--- config.mk ---
export PLATFORM = sky130hd
export DESIGN_NAME = csa_accumulator_flat
export DESIGN_NICKNAME = d
export VERILOG_FILES = /design/src/rtl/csa_accumulator_if.sv /design/src/rtl/csa_accumulator.sv /design/src/flat_wrapper.sv
export SDC_FILE = /design/constraint.sdc
export NUM_CORES = 1
export LEC_CHECK = 0
export CAP_MARGIN = 20
export CORE_MARGIN = 2
export CORE_UTILIZATION = 40
export CTS_BUF_LIST = sky130_fd_sc_hd__clkbuf_2 sky130_fd_sc_hd__clkbuf_4 sky130_fd_sc_hd__clkbuf_8
export DETAILED_ROUTE_END_ITERATION = 12
export PLACE_DENSITY_LB_ADDON = 0.08
export SLEW_MARGIN = 20
export SYNTH_ARGS = -nofsm -noshare
export SYNTH_HDL_FRONTEND = slang
export SYNTH_SLANG_ARGS = --single-unit
--- constraint.sdc ---
create_clock -name clk -period 3.7 [get_ports clk]
set_input_delay 0.37 -clock clk [delete_from_list [all_inputs] [get_ports clk]]
set_output_delay 0.37 -clock clk [all_outputs]
set_load 0.01 [all_outputs]
--- src/rtl/csa_accumulator_if.sv ---
// csa_accumulator_if: term input, clear and result handshake bundle for csa_accumulator.
// master = term producer / result consumer, slave = accumulator.
// CSA_ACC_TERM_COUNT_EN adds the out_count result field.
interface csa_accumulator_if #(
    parameter int ACC_W = 32
);
    logic             in_valid;
    logic             in_ready;
    logic [15:0]      in_sum;
    logic [15:0]      in_carry;
    logic             in_last;
    logic             clr;
    logic             out_valid;
    logic             out_ready;
    logic [ACC_W-1:0] out_result;
    logic             busy;
`ifdef CSA_ACC_TERM_COUNT_EN
    logic [15:0]      out_count;
`endif

    modport master (
        output in_valid, in_sum, in_carry, in_last, clr, out_ready,
`ifdef CSA_ACC_TERM_COUNT_EN
        input  out_count,
`endif
        input  in_ready, out_valid, out_result, busy
    );

    modport slave (
        input  in_valid, in_sum, in_carry, in_last, clr, out_ready,
`ifdef CSA_ACC_TERM_COUNT_EN
        output out_count,
`endif
        output in_ready, out_valid, out_result, busy
    );
endinterface

--- src/rtl/csa_accumulator.sv ---
// csa_accumulator: carry-save accumulation of Sum/Carry term pairs (two 3:2 levels
// per beat), resolved on the last term by a chunked multi-cycle carry-propagate
// adder, result returned over valid/ready.
// Optional: CSA_ACC_TERM_COUNT_EN adds a saturating accepted-term counter (out_count).
module csa_accumulator #(
    parameter int ACC_W = 32,
    parameter int CHUNK = 8
) (
    input  logic               clk,
    input  logic               rst,
    csa_accumulator_if.slave   bus
);
    localparam int NCHUNK = ACC_W / CHUNK;
    localparam int KW     = (NCHUNK > 1) ? $clog2(NCHUNK) : 1;

    typedef enum logic [1:0] {ACCUM, RESOLVE, OUTPUT} state_t;

    state_t           state, state_nx;
    logic [ACC_W-1:0] acc_s, acc_c, result;
    logic [KW-1:0]    k;
    logic             cy;

    logic             accept, last_chunk, out_hs;
    logic [ACC_W-1:0] base_s, base_c, tsum, tcar, s1, c1, c1s, s2, c2;
    logic [CHUNK:0]   csum;

    // Two 3:2 levels folding the term into the redundant accumulator, plus one CPA chunk.
    always_comb begin
        accept     = bus.in_valid && (state == ACCUM);
        out_hs     = bus.out_ready && (state == OUTPUT);
        last_chunk = (k == KW'(NCHUNK - 1));
        // a clear in the same beat lands before the term is added
        base_s     = bus.clr ? '0 : acc_s;
        base_c     = bus.clr ? '0 : acc_c;
        tsum       = ACC_W'(bus.in_sum);
        tcar       = ACC_W'(bus.in_carry) << 1;
        s1         = base_s ^ base_c ^ tsum;
        c1         = (base_s & base_c) | (base_s & tsum) | (base_c & tsum);
        c1s        = c1 << 1;
        s2         = s1 ^ c1s ^ tcar;
        c2         = (s1 & c1s) | (s1 & tcar) | (c1s & tcar);
        csum       = {1'b0, acc_s[k*CHUNK +: CHUNK]} + {1'b0, acc_c[k*CHUNK +: CHUNK]}
                   + (CHUNK+1)'(cy);
    end

    // Next-state: accumulate until the last term, resolve chunk by chunk, hold until taken.
    always_comb begin
        state_nx = state;
        case (state)
            ACCUM:   if (accept && bus.in_last) state_nx = RESOLVE;
            RESOLVE: if (last_chunk)            state_nx = OUTPUT;
            OUTPUT:  if (bus.out_ready)         state_nx = ACCUM;
            default:                            state_nx = ACCUM;
        endcase
    end

    // State register.
    always_ff @(posedge clk or posedge rst) begin
        if (rst) state <= ACCUM;
        else     state <= state_nx;
    end

    // Accumulator, resolve chunk index/carry and result register.
    always_ff @(posedge clk or posedge rst) begin
        if (rst) begin
            acc_s  <= '0;
            acc_c  <= '0;
            result <= '0;
            k      <= '0;
            cy     <= 1'b0;
        end else begin
            case (state)
                ACCUM: begin
                    if (accept) begin
                        acc_s <= s2;
                        acc_c <= c2 << 1;
                        if (bus.in_last) begin
                            k  <= '0;
                            cy <= 1'b0;
                        end
                    end else if (bus.clr) begin
                        acc_s <= '0;
                        acc_c <= '0;
                    end
                end
                RESOLVE: begin
                    // top chunk's carry-out falls off: result wraps mod 2^ACC_W
                    result[k*CHUNK +: CHUNK] <= csum[CHUNK-1:0];
                    cy                       <= csum[CHUNK];
                    k                        <= k + 1'b1;
                end
                OUTPUT: begin
                    if (out_hs) begin
                        acc_s <= '0;
                        acc_c <= '0;
                    end
                end
                default: ;
            endcase
        end
    end

`ifdef CSA_ACC_TERM_COUNT_EN
    logic [15:0] cnt, cnt_out;

    // Saturating count of accepted terms; snapshot taken as the result is entering OUTPUT.
    always_ff @(posedge clk or posedge rst) begin
        if (rst) begin
            cnt     <= '0;
            cnt_out <= '0;
        end else begin
            if (state == ACCUM) begin
                if (accept)       cnt <= bus.clr ? 16'd1 : ((cnt == 16'hFFFF) ? cnt : cnt + 16'd1);
                else if (bus.clr) cnt <= '0;
            end else if (out_hs) begin
                cnt <= '0;
            end
            if (state == RESOLVE && last_chunk) cnt_out <= cnt;
        end
    end

    assign bus.out_count = cnt_out;
`endif

    assign bus.in_ready   = (state == ACCUM);
    assign bus.out_valid  = (state == OUTPUT);
    assign bus.busy       = (state != ACCUM);
    assign bus.out_result = result;
endmodule

--- src/flat_wrapper.sv ---
// flat-port wrapper written by rule: the top's interface ports become plain ports
module csa_accumulator_flat 
#(
    parameter int ACC_W = 32,
    parameter int CHUNK = 8
)
  (clk, rst, bus_in_valid, bus_in_sum, bus_in_carry, bus_in_last, bus_clr, bus_out_ready, bus_in_ready, bus_out_valid, bus_out_result, bus_busy);
  csa_accumulator_if #(.ACC_W(ACC_W)) bus_i ();
  input  logic clk;
  input  logic rst;
  input wire logic [$bits(bus_i.in_valid)-1:0] bus_in_valid;
  input wire logic [$bits(bus_i.in_sum)-1:0] bus_in_sum;
  input wire logic [$bits(bus_i.in_carry)-1:0] bus_in_carry;
  input wire logic [$bits(bus_i.in_last)-1:0] bus_in_last;
  input wire logic [$bits(bus_i.clr)-1:0] bus_clr;
  input wire logic [$bits(bus_i.out_ready)-1:0] bus_out_ready;
  output wire logic [$bits(bus_i.in_ready)-1:0] bus_in_ready;
  output wire logic [$bits(bus_i.out_valid)-1:0] bus_out_valid;
  output wire logic [$bits(bus_i.out_result)-1:0] bus_out_result;
  output wire logic [$bits(bus_i.busy)-1:0] bus_busy;
  assign bus_i.in_valid = bus_in_valid;
  assign bus_i.in_sum = bus_in_sum;
  assign bus_i.in_carry = bus_in_carry;
  assign bus_i.in_last = bus_in_last;
  assign bus_i.clr = bus_clr;
  assign bus_i.out_ready = bus_out_ready;
  assign bus_in_ready = bus_i.in_ready;
  assign bus_out_valid = bus_i.out_valid;
  assign bus_out_result = bus_i.out_result;
  assign bus_busy = bus_i.busy;
  csa_accumulator #(.ACC_W(ACC_W), .CHUNK(CHUNK)) u_core (.clk(clk), .rst(rst), .bus(bus_i));
endmodule
---- Word level (Yosys, flattened, before mapping) ----
Cells that the tools add are included.
storage, ports and cells
  flip-flop bits (word level) ............. 101
  logic and storage cells ................. 65
  input bits .............................. 38
cells by class
  muxes and demuxes ....................... 18
  shifts and indexed selects .............. 4
  bitwise operators ....................... 14
  add/sub/neg operators ................... 4
  reductions and logical operators ........ 10
  equality and inequality tests ........... 9
operators with widths
  cell                     count
  $mux 32                  5
  $pmux 32 s2              2
  $or 31x31->31            4
  $shiftx 32x6->8          2
  $xor 32x32->32           2
  $and 31x16->31           2
  $and 31x17->31           2
  $and 31x31->31           2
  $neg 5->34               1
  $shift 8x34->32 const A  1
  $shiftx 8x34->32         1
  $bwmux 32                1
  $xor 32x16->32           1
  $xor 32x17->32           1
  $mux 2                   5
  $add 8x8->9              1
  $add 9x1->9              1
  $ne 2x1->1 const B       4
  $pmux 2 s3               1
  $reduce_and 3->1         2
  $reduce_bool 2->1        3
  $eq 2x2->1 const B       2
  $ne 2x2->1 const B       2
  $pmux 2 s2               1
  other kinds (7)          10

---- Logic depth before layout (Yosys ltp) ----
Gate-level depths: netlist (run 1).
  depth in word-level cells ............... 9
  depth in mapped cells ................... 10
  depth with buffers taken out ............ 8

---- Least setup slack after synthesis (run 1) ----
OpenSTA, ideal clock, no wires.
  path kind ............................... reg2reg
  from .................................... register u_core.k[0]
  to ...................................... register u_core.result[14], in the netlist u_core.bus.out_result[14]
  setup time .............................. 0.121 ns
  period minus slack after synthesis ...... 3.047 ns
  slack ................................... 0.653 ns
  cell stages (with the launch flop) ...... 10
  arrival ................................. 2.926 ns
  path through ............................ dfrtp_1 -> buf_2 -> mux4_2 -> fa_1 -> fa_1 -> a21oi_1 -> o21ai_0 -> a21o_1 -> xor2_1 -> a22o_1
between the ends
  longest elaborated chain between the ends .. 5
RTL lines
  item                            RTL line               source
  start: declaration              csa_accumulator.sv:20  logic [KW-1:0] k;
  start signal: assignment        csa_accumulator.sv:90  k <= k + 1'b1;
  $shiftx 32x6->8                 csa_accumulator.sv:42  csum = {1'b0, acc_s[k*CHUNK +: CHUNK]} + {1'b0, acc_c[k*CHUNK +: CHUNK]}
  $add 8x8->9                     csa_accumulator.sv:42
  $add 9x1->9                     csa_accumulator.sv:43  + (CHUNK+1)'(cy);
  $shiftx 8x34->32                csa_accumulator.sv:88  result[k*CHUNK +: CHUNK] <= csum[CHUNK-1:0];
  $bwmux 32 *                     csa_accumulator.sv:88
  end signal: indexed assignment  csa_accumulator.sv:88
  end: declaration                csa_accumulator.sv:19  logic [ACC_W-1:0] acc_s, acc_c, result;
Mark *: on every way between the ends. The rest lies on a longest branch, timed or not.
A chain may end at the register's enable or synchronous reset.

---- Worst setup path in the final report (run 1) ----
  from .................................... register u_core.k[1]
  to ...................................... register u_core.result[15], in the netlist u_core.bus.out_result[15]
The elaborated chain is that of the path after synthesis.

==> results of run 1 <==
-- cell usage after synthesis, drive strengths merged --
master	number
a21oi	8
fa	34
dfrtp	101
nand2b	34
xor2	2
o21ai	46
and4b	1
xnor2	3
a21o	2
a211oi	1
nand3b	1
o211ai	1
nor2	5
nor3	3
or4	1
nand4b	1
mux2	2
nand2	49
mux4	16
a22o	57
o31ai	2
inv	41
nor4	1
clkbuf	14
ha	41
or3	1
and2	3
nor4b	1
a22oi	2
buf	11
or2	1
nor2b	32
-- cells in the final DEF, fill, tap and decap left out, drive strengths merged --
master,netlist,routed
nor4,1,1
nor2,5,5
a22o,57,57
and4b,1,1
mux4,16,16
a211oi,1,1
o31ai,2,2
nand3b,1,1
a21oi,8,8
nand4b,1,1
a21o,2,2
and2,3,3
dfrtp,101,101
nor3,3,3
a22oi,2,2
fa,34,34
xnor2,3,3
or2,1,1
clkinvlp,0,2
clkdlybuf4s50,0,71
nand2b,34,34
ha,41,41
buf,11,9
or3,1,1
o211ai,1,1
nand2,49,49
clkbuf,14,9
or4,1,1
nor4b,1,1
xor2,2,2
nor2b,32,32
inv,41,46
mux2,2,2
o21ai,46,46
-- routing by layer --
metal | part of all wire [%] | GRT usage (%)
met3 | 3.2 | 2.889
met4 | 2.7 | 7.822
met5 | 0 | 0
met2 | 48 | 32.23
met1 | 46 | 28.30
-- power by group --
part	internal (uW)	total [uW]	switching (uW)
logic	1020	2310	1280
clock network	264	718	454
registers	1400	1680	283
-- stage by stage --
stage | instance area (sq um) | utilization (%) | power, uW | instances | hold WS, ns
after floorplan | 6056 | - | 3132 | 518 | 0.4643
after global placement | 6972 | 47.61 | 3992 | 757 | 0.4668
after detailed placement | 6972 | 47.61 | 4034 | 757 | 0.4730
final | 7162 | 48.91 | 4710 | 773 | 0.4480
after CTS | 7162 | 48.91 | 4767 | 773 | 0.4775
after global routing | 7162 | 48.91 | 5066 | 773 | 0.5069
-- logic make-up after synthesis --
| group | Yosys count | synth area share (%) |
|---|---|---|
| AND/OR/NAND/NOR | 134 | 13.18 |
| AO/OA/AOI/OAI | 119 | 13.90 |
| flip-flops | 101 | 41.74 |
| adder cells (fa/ha/maj) | 75 | 19.71 |
| buffers and inverters | 66 | 4.421 |
| multiplexers | 18 | 6.322 |
| XOR/XNOR | 5 | 0.7233 |
-- worst reg2reg max path, cell delays in order (launching register included) --
cell	delay (ns)
dfrtp_1	0.62
buf_4	0.25
mux4_2	0.51
ha_1	0.35
nand2_1	0.08
o31ai_1	0.47
nor2_1	0.12
nor3_2	0.30
o21ai_0	0.15
-- flip-flops by register name, indices dropped and copies added, names as in the netlist --
name                   count
u_core.state               2
u_core.k                   2
u_core.acc_s              32
u_core.cy                  1
u_core.bus.out_result     32
u_core.acc_c              32
-- cell type report --
class	instances	share of cell area (%)
flip-flops and latches	101	35.29
repair buffers	80	11.01
multi-input cells	351	45.65
inverters	41	2.184
clock inverters	7	0.9259
clock buffers	9	1.730
well taps	184	3.215
-- worst max-delay path by stage --
stage / start / end / slack (ns) / cells after the start
after global routing: u_core.k[1]$_DFFE_PP0P_ / u_core.bus.out_result[7]$_DFFE_PP0P_ / 0.43 / 8
after global placement: u_core.k[1]$_DFFE_PP0P_ / u_core.bus.out_result[15]$_DFFE_PP0P_ / 0.81 / 8
after CTS: u_core.k[1]$_DFFE_PP0P_ / u_core.bus.out_result[15]$_DFFE_PP0P_ / 0.71 / 8
final: u_core.k[1]$_DFFE_PP0P_ / u_core.bus.out_result[15]$_DFFE_PP0P_ / 0.73 / 8
after detailed placement: u_core.k[1]$_DFFE_PP0P_ / u_core.bus.out_result[15]$_DFFE_PP0P_ / 0.73 / 8
after floorplan: u_core.k[0]$_DFFE_PP0P_ / u_core.bus.out_result[14]$_DFFE_PP0P_ / 0.65 / 9
==> run metrics, run 1 <==
number of I/O pins 73; largest stage delay on the critical path 0.62 ns; type of the worst min-delay path in2async; GRT Residual Overflow 0; Routed WL 15.21 mm; Buf/Inv on CP 1; Register Area 0.002527 sq mm; total CTS buffers 9; post-route ant nets 0; Worst EP required 3.97 ns; Worst-path clk slew 0.11 ns; Layout fillers 1,317; cell count after synthesis 518; CTS Root Buffer Type clkbuf_8; area of the multi-input gates 0.003269 sq mm; Max Cap Violations 0; initial antenna violation count 0; cell taking the most area after synthesis dfrtp_1; routed vias/inst 5.422; Place WS 0.7336 ns; layout cells sized above 1 10.19%; peak supply drop 0.2526 mV; CP max FO 11; crit path kind reg2reg; H-tree depth 3; Final Hold Viols 0; router iterations before antenna repair 4; P per Cell Area 657.6 mW/mm^2; IO Port Bufs 72; clock tree buffer depth 2; FF+latch count, synth 101; first-pass GRT wire length 25.00 mm; Reg-to-Reg End u_core.bus.out_result[15]$_DFFE_PP0P_; initial drt markers 222; Final WS setup 0.7251 ns; FF-to-FF Start u_core.k[1]$_DFFE_PP0P_; Clock Skew 0.01087 ns; CTS sink count 101; routed vias 4,191; Setup TNS 0 ns; slowest CP cell dfrtp_1; hold_buf cts 0; die height 127.0 microns; Final period util 80.40%; remaining routing DRC violations 0; status finished clean; RSZ-0062 raised after global routing no; Lkg Pwr 0.003330 uW; Detailed Place HPWL 11.01 mm; Initial Util 41.35%; Slew headroom 30.75%; Post-Syn Area 0.006056 sq mm; R2R depth 8; core outline area 0.01464 sq mm; setup repair bufs after CTS 0; worst-path cell chain buf_4 -> mux4_2 -> ha_1 -> nand2_1 -> o31ai_1 -> nor2_1 -> nor3_2 -> o21ai_0; endpoints failing setup 0; Ant. Diodes 0; vias in the first global route 4,391; Syn-to-layout area delta 18.26%; syn_nets 631; Crit path arrival time 3.25 ns; fin crit period 2.975 ns; CTS tree yes; main area contributors after synthesis dfrtp_1 42%, fa_1 11%, ha_1 8.5%; Tot GR Track Use 20.24%; CP delay by family, top flip-flops; Netlist cell types 40; Pins Over Slew Limit 0; Final GP Congestion 0.7759; Wirelength per Cell 19.68 microns; post-cts sizing count 0; FP Rows 44; critical path launch point type flop; register area share after synthesis 41.74%; Max Freq 0.3361 GHz; post-synthesis average cell area 11.69 sq um; die width 127.0 microns; YS warnings 0; largest net degree at the start of global routing 102; die footprint 0.01614 sq mm; Slew @ Worst Pin 1.036 ns; clk_lat worst skew 0.39 ns; nets 697; Synth top area share 41.74%; crit path capture type flop; reg2reg setup slack 0.73 ns
Power figures use the tool's default switching activity.
==> run 2: changes to the inputs <==
- clock period: 3.7 -> 2.9 ns (I/O delays scaled with it)
==> run 2 against run 1 <==
Against the previous run:
- cell count increased by 0.65%
- final area rose by 1.5%
- largest cell class unchanged
- setup slack worse by 0.59 ns
- sequential share of layout area is 0.50 points lower
- clock-buffer cell count unchanged
- hold slack worse by 0.31 ns
- wire length fell by 1.9%
- total power up 31%
==> run metrics, run 2 (synthesis gave the netlist of run 1 again) <==
status finished clean; die width 127.0 microns; clk_lat worst skew 0.39 ns; Max Cap Violations 0; Pins Over Slew Limit 0; RSZ-0062 raised after global routing no; H-tree depth 3; largest net degree at the start of global routing 64; fin crit period 2.764 ns; router iterations before antenna repair 4; clock tree buffer depth 2; Initial Util 41.35%; Lkg Pwr 0.003365 uW; FP Rows 44; peak supply drop 0.3424 mV; Ant. Diodes 0; Final Hold Viols 0; Crit path arrival time 3.06 ns; GRT Residual Overflow 0; Clock Skew 0.008570 ns; routed vias 4,156; Slew @ Worst Pin 0.8067 ns; post-route ant nets 0; Worst-path clk slew 0.11 ns; vias in the first global route 4,362; Detailed Place HPWL 11.02 mm; CP max FO 4; Final Non-Filler Cells 778; most frequent cells in the layout 100 x dfrtp_1, 71 x clkdlybuf4s50_1, 57 x a22o_1, 45 x nand2_1, 41 x ha_1; routed vias/inst 5.342; hold_buf cts 0; die height 127.0 microns; layout cells sized above 1 11.78%; CTS sink count 101; Final GP Congestion 0.7898; Setup TNS 0 ns; Max Freq 0.3618 GHz; critical path launch point type flop; die footprint 0.01614 sq mm; IO Port Bufs 72; type of the worst min-delay path in2async; Layout fillers 1,325; Syn-to-layout area delta 20.02%; CTS tree yes; total CTS buffers 9; nets 702; core outline area 0.01464 sq mm; Tot GR Track Use 19.91%; CTS Root Buffer Type clkbuf_8; Slew headroom 46.22%; Wirelength per Cell 19.18 microns; first-pass GRT wire length 24.75 mm; crit path capture type flop; most common cell after layout, fill and taps aside dfrtp_1; Final period util 95.32%; Placed Cells 762; crit path kind reg2reg; initial drt markers 285; Routed WL 14.92 mm; P per Cell Area 849.5 mW/mm^2; endpoints failing setup 0; Worst EP required 3.19 ns; number of I/O pins 73; initial antenna violation count 0; remaining routing DRC violations 0
## run 2: area by class of cell
type,instances,area (sq um),share of cell area [%]
tap,184,230.2,3.168
multi-input combinational,351,3294,45.33
clock buffer,9,123.9,1.704
sequential,101,2529,34.79
timing repair buffer,85,850.8,11.71
inverter,41,157.7,2.169
clock inverter,7,82.58,1.136
## run 2: path summary, 6_finish.rpt
path / from / endpoint / slack, ns / depth (start not counted)
setup / recovery: u_core.k[0]$_DFFE_PP0P_ / u_core.bus.out_result[14]$_DFFE_PP0P_ / 0.14 / 8
hold / removal: rst / u_core.bus.out_result[23]$_DFFE_PP0P_ / 0.14 / 2
setup reg to reg: u_core.k[0]$_DFFE_PP0P_ / u_core.bus.out_result[14]$_DFFE_PP0P_ / 0.14 / 8
hold reg to reg: u_core.bus.out_result[18]$_DFFE_PP0P_ / u_core.bus.out_result[18]$_DFFE_PP0P_ / 0.49 / 2
max in group asynchronous: rst / u_core.acc_s[26]$_DFFE_PP0P_ / 2.06 / 3
min in group clk: u_core.bus.out_result[18]$_DFFE_PP0P_ / u_core.bus.out_result[18]$_DFFE_PP0P_ / 0.49 / 2
## run 2: per-layer routing
metal  GRT usage, %  vias up  part of all wire, %
li1               -     1944                    -
met1          27.86     2121                   48
met2          32.80       78                   49
met3          3.266       13                  2.8
met4          4.848        0                  1.1
met5              0        -                    0
## run 2: where the power goes
part	switching, uW	internal [uW]
clock network	551	413
registers	343	1790
logic	1680	1400
## run 2: critical path, stage by stage (launching register included)
cell and delay, ns:
dfrtp_2 0.42, mux4_2 0.53, fa_2 0.41, fa_1 0.43
a21oi_2 0.17, o21ai_0 0.10, a21o_1 0.23, xor2_2 0.17
a22o_1 0.21
## run 2: repair_timing
item,4_1_cts,5_1_grt
setup buffers,0,0
gates resized for setup,2,4
setup endpoints to repair,4,11
## run 2: stage by stage
stage	util, %	hold WS (ns)	area [sq um]	total power, uW	setup slack, ns
floorplan	-	0.4643	6071	4015	-0.04488
global route	49.63	0.1229	7268	6663	0.01477
detailed placement	48.04	0.4709	7036	5220	0.01437
finish	49.63	0.1354	7268	6175	0.1357
CTS	49.52	0.1206	7252	6228	0.06416
global placement	48.04	0.4635	7036	5178	0.05986
